### src/rtl/bin2bcd_pkg.sv
// Shared definitions for the sequential binary-to-BCD converter and its
// reusable add-3 digit cell.
package bin2bcd_pkg;

  localparam int WIDTH_DEF     = 16;
  localparam int DIGITS_DEF    = 5;
  localparam int RANGE_MAX_DEF = 9999;

  typedef enum logic {
    IDLE  = 1'b0,
    SHIFT = 1'b1
  } state_e;

  typedef logic [3:0] bcd_digit_t;

  // Bit counter must hold the full iteration count, not just WIDTH-1.
  function automatic int cnt_width(input int width);
    return $clog2(width + 1);
  endfunction

endpackage

### src/rtl/bin2bcd_seq_if.sv
// Start/busy/done handshake plus binary input and decimal digit outputs
// of the binary-to-BCD converter.
interface bin2bcd_seq_if
  import bin2bcd_pkg::*;
#(
  parameter int WIDTH = WIDTH_DEF
);

  logic             start;
  logic [WIDTH-1:0] binary;
  logic             busy;
  logic             done;
  bcd_digit_t       ten_thousands;
  bcd_digit_t       thousands;
  bcd_digit_t       hundreds;
  bcd_digit_t       tens;
  bcd_digit_t       ones;
  logic             over_range;

  modport master (
    output start, binary,
    input  busy, done, ten_thousands, thousands, hundreds, tens, ones, over_range
  );

  modport slave (
    input  start, binary,
    output busy, done, ten_thousands, thousands, hundreds, tens, ones, over_range
  );

endinterface

### src/rtl/bin2bcd_seq_add3.sv
// Double-dabble correction cell: a BCD nibble of 5 or more gets +3 so that
// the following left shift carries correctly into the next decimal digit.
module bcd_add3
  import bin2bcd_pkg::*;
(
  input  bcd_digit_t din,
  output bcd_digit_t dout
);

  // Conditional add-3; the result stays within the nibble.
  always_comb begin
    if (din >= 4'd5) begin
      dout = din + 4'd3;
    end else begin
      dout = din;
    end
  end

endmodule

### src/rtl/bin2bcd_seq.sv
// Sequential binary-to-BCD converter: one shift-and-add-3 iteration per clock,
// results published with a one-cycle done pulse and held until the next one.
module bin2bcd_seq
  import bin2bcd_pkg::*;
#(
  parameter int WIDTH     = WIDTH_DEF,
  parameter int DIGITS    = DIGITS_DEF,
  parameter int RANGE_MAX = RANGE_MAX_DEF
) (
  input  logic          clk,
  input  logic          rst,
  bin2bcd_seq_if.slave  bus
);

  localparam int CNT_W = cnt_width(WIDTH);
  localparam int BCD_W = DIGITS * 4;
  localparam int SR_W  = BCD_W + WIDTH;

  localparam logic [CNT_W-1:0] CNT_LOAD  = CNT_W'(WIDTH);
  localparam logic [CNT_W-1:0] CNT_ONE   = CNT_W'(1);
  localparam logic [WIDTH-1:0] RANGE_LIM = WIDTH'(RANGE_MAX);

  state_e           state_q, state_d;
  logic [CNT_W-1:0] cnt_q, cnt_d;
  logic [SR_W-1:0]  sr_q, sr_d;
  logic             ovr_flag_q, ovr_flag_d;
  logic             busy_q, busy_d;
  logic             done_q, done_d;
  logic [BCD_W-1:0] res_q, res_d;
  logic             over_range_q, over_range_d;

  logic [BCD_W-1:0] adj_s;
  logic [SR_W-1:0]  pre_shift_s;
  logic [SR_W-1:0]  shifted_s;

  for (genvar g = 0; g < DIGITS; g++) begin : g_add3
    bcd_add3 u_add3 (
      .din  (sr_q[WIDTH + 4*g +: 4]),
      .dout (adj_s[4*g +: 4])
    );
  end

  assign pre_shift_s = {adj_s, sr_q[WIDTH-1:0]};
  assign shifted_s   = pre_shift_s << 1;

  // Next-state, iteration and result-publish logic.
  always_comb begin
    state_d      = state_q;
    cnt_d        = cnt_q;
    sr_d         = sr_q;
    ovr_flag_d   = ovr_flag_q;
    busy_d       = busy_q;
    done_d       = 1'b0;
    res_d        = res_q;
    over_range_d = over_range_q;
    case (state_q)
      IDLE: begin
        if (bus.start) begin
          state_d    = SHIFT;
          sr_d       = {{BCD_W{1'b0}}, bus.binary};
          cnt_d      = CNT_LOAD;
          busy_d     = 1'b1;
          ovr_flag_d = (bus.binary > RANGE_LIM);
        end else begin
          state_d = IDLE;
        end
      end
      SHIFT: begin
        sr_d  = shifted_s;
        cnt_d = cnt_q - CNT_ONE;
        // The last iteration publishes straight from the freshly shifted value.
        if (cnt_q == CNT_ONE) begin
          state_d      = IDLE;
          busy_d       = 1'b0;
          done_d       = 1'b1;
          res_d        = shifted_s[SR_W-1 -: BCD_W];
          over_range_d = ovr_flag_q;
        end else begin
          state_d = SHIFT;
        end
      end
      default: begin
        state_d = IDLE;
        busy_d  = 1'b0;
      end
    endcase
  end

  // State and output registers; reset discards any conversion in flight.
  always_ff @(posedge clk or posedge rst) begin
    if (rst) begin
      state_q      <= IDLE;
      cnt_q        <= '0;
      sr_q         <= '0;
      ovr_flag_q   <= 1'b0;
      busy_q       <= 1'b0;
      done_q       <= 1'b0;
      res_q        <= '0;
      over_range_q <= 1'b0;
    end else begin
      state_q      <= state_d;
      cnt_q        <= cnt_d;
      sr_q         <= sr_d;
      ovr_flag_q   <= ovr_flag_d;
      busy_q       <= busy_d;
      done_q       <= done_d;
      res_q        <= res_d;
      over_range_q <= over_range_d;
    end
  end

  assign bus.busy          = busy_q;
  assign bus.done          = done_q;
  assign bus.over_range    = over_range_q;
  assign bus.ten_thousands = res_q[16 +: 4];
  assign bus.thousands     = res_q[12 +: 4];
  assign bus.hundreds      = res_q[8 +: 4];
  assign bus.tens          = res_q[4 +: 4];
  assign bus.ones          = res_q[0 +: 4];

endmodule

### src/flat_wrapper.sv
// flat-port wrapper written by rule: the top's interface ports become plain ports
module bin2bcd_seq_flat import bin2bcd_pkg::*;
#(
  parameter int WIDTH     = WIDTH_DEF,
  parameter int DIGITS    = DIGITS_DEF,
  parameter int RANGE_MAX = RANGE_MAX_DEF
)
  (clk, rst, bus_start, bus_binary, bus_busy, bus_done, bus_ten_thousands, bus_thousands, bus_hundreds, bus_tens, bus_ones, bus_over_range);
  bin2bcd_seq_if #(.WIDTH(WIDTH)) bus_i ();
  input  logic clk;
  input  logic rst;
  input wire logic [$bits(bus_i.start)-1:0] bus_start;
  input wire logic [$bits(bus_i.binary)-1:0] bus_binary;
  output wire logic [$bits(bus_i.busy)-1:0] bus_busy;
  output wire logic [$bits(bus_i.done)-1:0] bus_done;
  output wire logic [$bits(bus_i.ten_thousands)-1:0] bus_ten_thousands;
  output wire logic [$bits(bus_i.thousands)-1:0] bus_thousands;
  output wire logic [$bits(bus_i.hundreds)-1:0] bus_hundreds;
  output wire logic [$bits(bus_i.tens)-1:0] bus_tens;
  output wire logic [$bits(bus_i.ones)-1:0] bus_ones;
  output wire logic [$bits(bus_i.over_range)-1:0] bus_over_range;
  assign bus_i.start = bus_start;
  assign bus_i.binary = bus_binary;
  assign bus_busy = bus_i.busy;
  assign bus_done = bus_i.done;
  assign bus_ten_thousands = bus_i.ten_thousands;
  assign bus_thousands = bus_i.thousands;
  assign bus_hundreds = bus_i.hundreds;
  assign bus_tens = bus_i.tens;
  assign bus_ones = bus_i.ones;
  assign bus_over_range = bus_i.over_range;
  bin2bcd_seq #(.WIDTH(WIDTH), .DIGITS(DIGITS), .RANGE_MAX(RANGE_MAX)) u_core (.clk(clk), .rst(rst), .bus(bus_i));
endmodule
### config.mk
export PLATFORM = sky130hd
export DESIGN_NAME = bin2bcd_seq_flat
export DESIGN_NICKNAME = d
export VERILOG_FILES = /design/src/rtl/bin2bcd_pkg.sv /design/src/rtl/bin2bcd_seq_if.sv /design/src/rtl/bin2bcd_seq_add3.sv /design/src/rtl/bin2bcd_seq.sv /design/src/flat_wrapper.sv
export SDC_FILE = /design/constraint.sdc
export NUM_CORES = 1
export LEC_CHECK = 0
export ABC_AREA = 0
export CAP_MARGIN = 20
export CORE_MARGIN = 8
export CORE_UTILIZATION = 35
export CTS_CLUSTER_DIAMETER = 150
export DETAILED_ROUTE_END_ITERATION = 10
export GPL_TIMING_DRIVEN = 1
export SETUP_SLACK_MARGIN = 0.15
export SLEW_MARGIN = 20
export SYNTH_ARGS = -nofsm -noshare
export SYNTH_HDL_FRONTEND = slang
export SYNTH_HIERARCHICAL = 1
export SYNTH_SLANG_ARGS = --single-unit
### constraint.sdc
create_clock -name clk -period 2.1 [get_ports clk]
set_input_delay 0.42 -clock clk [delete_from_list [all_inputs] [get_ports clk]]
set_output_delay 0.42 -clock clk [all_outputs]
set_load 0.01 [all_outputs]
==> flow_summary.ini <==
[critical_path]
cp_cell_sequence = clkdlybuf4s50_1
ff2ff_setup_slack_ns = 0.43
reg2reg_from = u_core/cnt_q[1]$_DFFE_PP0P_
cpPeakStageDelay_ns = 0.55
reg2regPathDepth = 6
crit_type = flip-flop to output pin
worst_ep_required_time_ns = 1.68
crit_path_top_delay_cell = clkdlybuf4s50_1
cp.depth = 1
critPathLaunch = u_core/res_q[0]$_DFFE_PP0P_
end_kind = output pin
reg2reg_to = u_core/res_q[2]$_DFFE_PP0P_
crit_fanout = 2
path_buf_inv = 1
arrival_ns = 1.27
cpLargestDelayFamily = buffers and inverters
crit_path_end = bus_ones[0]
start_kind = flip-flop

[grt]
grt_max_degree = 82
grt_usage_pct = 10.7
antenna_found_initial = 0
grt_pass1_vias = 2365
grt_first_pass_wirelength_um = 10900
grt_overflow_total = 0

[sta]
hold_viol_final = 0
max_clock_freq_ghz = 0.593
rsz0062_at_grt = no
finalSetupTns_ns = 0
slew_violations = 0
max-slew-margin-rel_pct = 67.4
worstMarginPinSlew_ns = 0.488
fin_worst_skew_ns = 0.00885
period_share_pct = 80.4
setup_viol = 0
finalCriticalPeriod_ns = 1.69

[synthesis]
synthCells = 317
synth.avg_cell_area_um2 = 10.3
syn_nets = 348
synth_warnings = 6
synth_area_um2 = 3280

[finish]
fin_nets = 392
seqCellArea_um2 = 1650
area_growth_pct = 23.1
diodes = 0
drive_above_1_share_pct = 15.0
multi_input_area_um2 = 1490
num-fill-cells = 870

[clock_tree]
cts_tree = built
cts-root-buf = clkbuf_8
clockBufferDepth = 2
cts-htree-levels = 3
cts-buffers-inserted = 9
clk_pin_slew_ns = 0.07
cts_hold_buf = 0
cts_setup_buffers = 0
cts_sinks = 66
clk_latency_ns = 0.33
ctsResizeCount = 0

[route]
dr_total_vias = 2297
final_antenna_net_count = 0
wl_per_cell_um = 13.5
drtPass1Iterations = 4
routed_wl_um = 6430
drt_iter0_markers = 70
drc = 0
viasPerCell = 4.82

[floorplanning]
rows = 35
initial_core_util_pct = 35.8
core_um2 = 9150
die_h_um = 113
io_pins = 42
die_w_um = 113
dieArea_um2 = 12700

[power]
peakVddDrop_uv = 516
p_leak_nw = 1.81
p_total_mw = 5.91
power.density_nw_per_um2 = 1470

[placed_design]
hpwl_um = 4530
port_buffers = 41
gp_congestion = 0.742

[run]
maxCapViolCount = 0

[hold_path]
min_path_type = input pin to asynchronous set/reset pin

[status]
outcome = finished, final reports clean
[metrics by stage]
step,cells,util (%),worst slack [ns],hold slack (ns),instance area (um2)
global placement,461,41.8,0.509,0.467,3830
detailed placement,461,41.8,0.449,0.469,3830
CTS,477,44.1,0.377,0.464,4030
floorplan,317,-,0.511,0.449,3280
global route,477,44.1,0.328,0.486,4030
finish,477,44.1,0.413,0.463,4030
[layout make-up]
class	instances	share of cell area [%]
Clock buffer	11	3.75
Inverter	13	1.30
Clock inverter	5	1.30
Timing Repair Buffer	48	12.3
Sequential cell	66	41.0
Tap cell	111	3.44
Multi-Input combinational cell	223	36.9
[routing by layer]
metal  vias to the layer above  global-route usage (%)  share of wire (%)
li1                       1153                       -                  -
met1                      1100                    12.6                 47
met2                        34                    17.6                 48
met3                        10                    2.34                2.8
met4                         0                    6.65                2.1
met5                         -                       0                  0
[sequential cells by signal, indices dropped and copies added, names as in the netlist]
signal                 flops
u_core/bus.busy            1
u_core/bus.done            1
u_core/bus.over_range      1
u_core/cnt_q               5
u_core/ovr_flag_q          1
u_core/res_q              20
u_core/sr_q               36
u_core/state_q             1
[power breakdown]
| part | switching, mW | total (mW) | internal (mW) |
|---|---|---|---|
| registers | 0.452 | 2.29 | 1.84 |
| logic | 1.22 | 2.54 | 1.32 |
| clock network | 0.467 | 1.07 | 0.607 |
[cell usage in the layout (no fill, tap or decap), drive strengths merged, types with 2 or more instances in the layout]
cell,count
ha,12
xnor2,6
buf,8
nand2b,29
nor3b,2
mux2i,21
o21ai,45
nor4,3
nand2,55
nor3,2
a21oi,6
clkinv,3
nor2,11
inv,12
mux2,22
dfrtp,66
clkdlybuf4s50,40
nor2b,2
clkinvlp,2
clkbuf,11
[how the worst min path moves through the flow]
stage | endpoint | cells after the start | start
6_report | u_core/sr_q[34]$_DFFE_PP0P_ | 2 | rst
5_1_grt | u_core/sr_q[20]$_DFFE_PP0P_ | 2 | rst
4_1_cts | u_core/sr_q[34]$_DFFE_PP0P_ | 2 | rst
3_5_place_dp | u_core/sr_q[13]$_DFFE_PP0P_ | 2 | u_core/sr_q[12]$_DFFE_PP0P_
3_3_place_gp | u_core/sr_q[3]$_DFFE_PP0P_ | 2 | u_core/sr_q[2]$_DFFE_PP0P_
2_1_floorplan | u_core/sr_q[10]$_DFFE_PP0P_ | 2 | u_core/sr_q[9]$_DFFE_PP0P_
No activity file was read; power rests on OpenSTA's default activity.
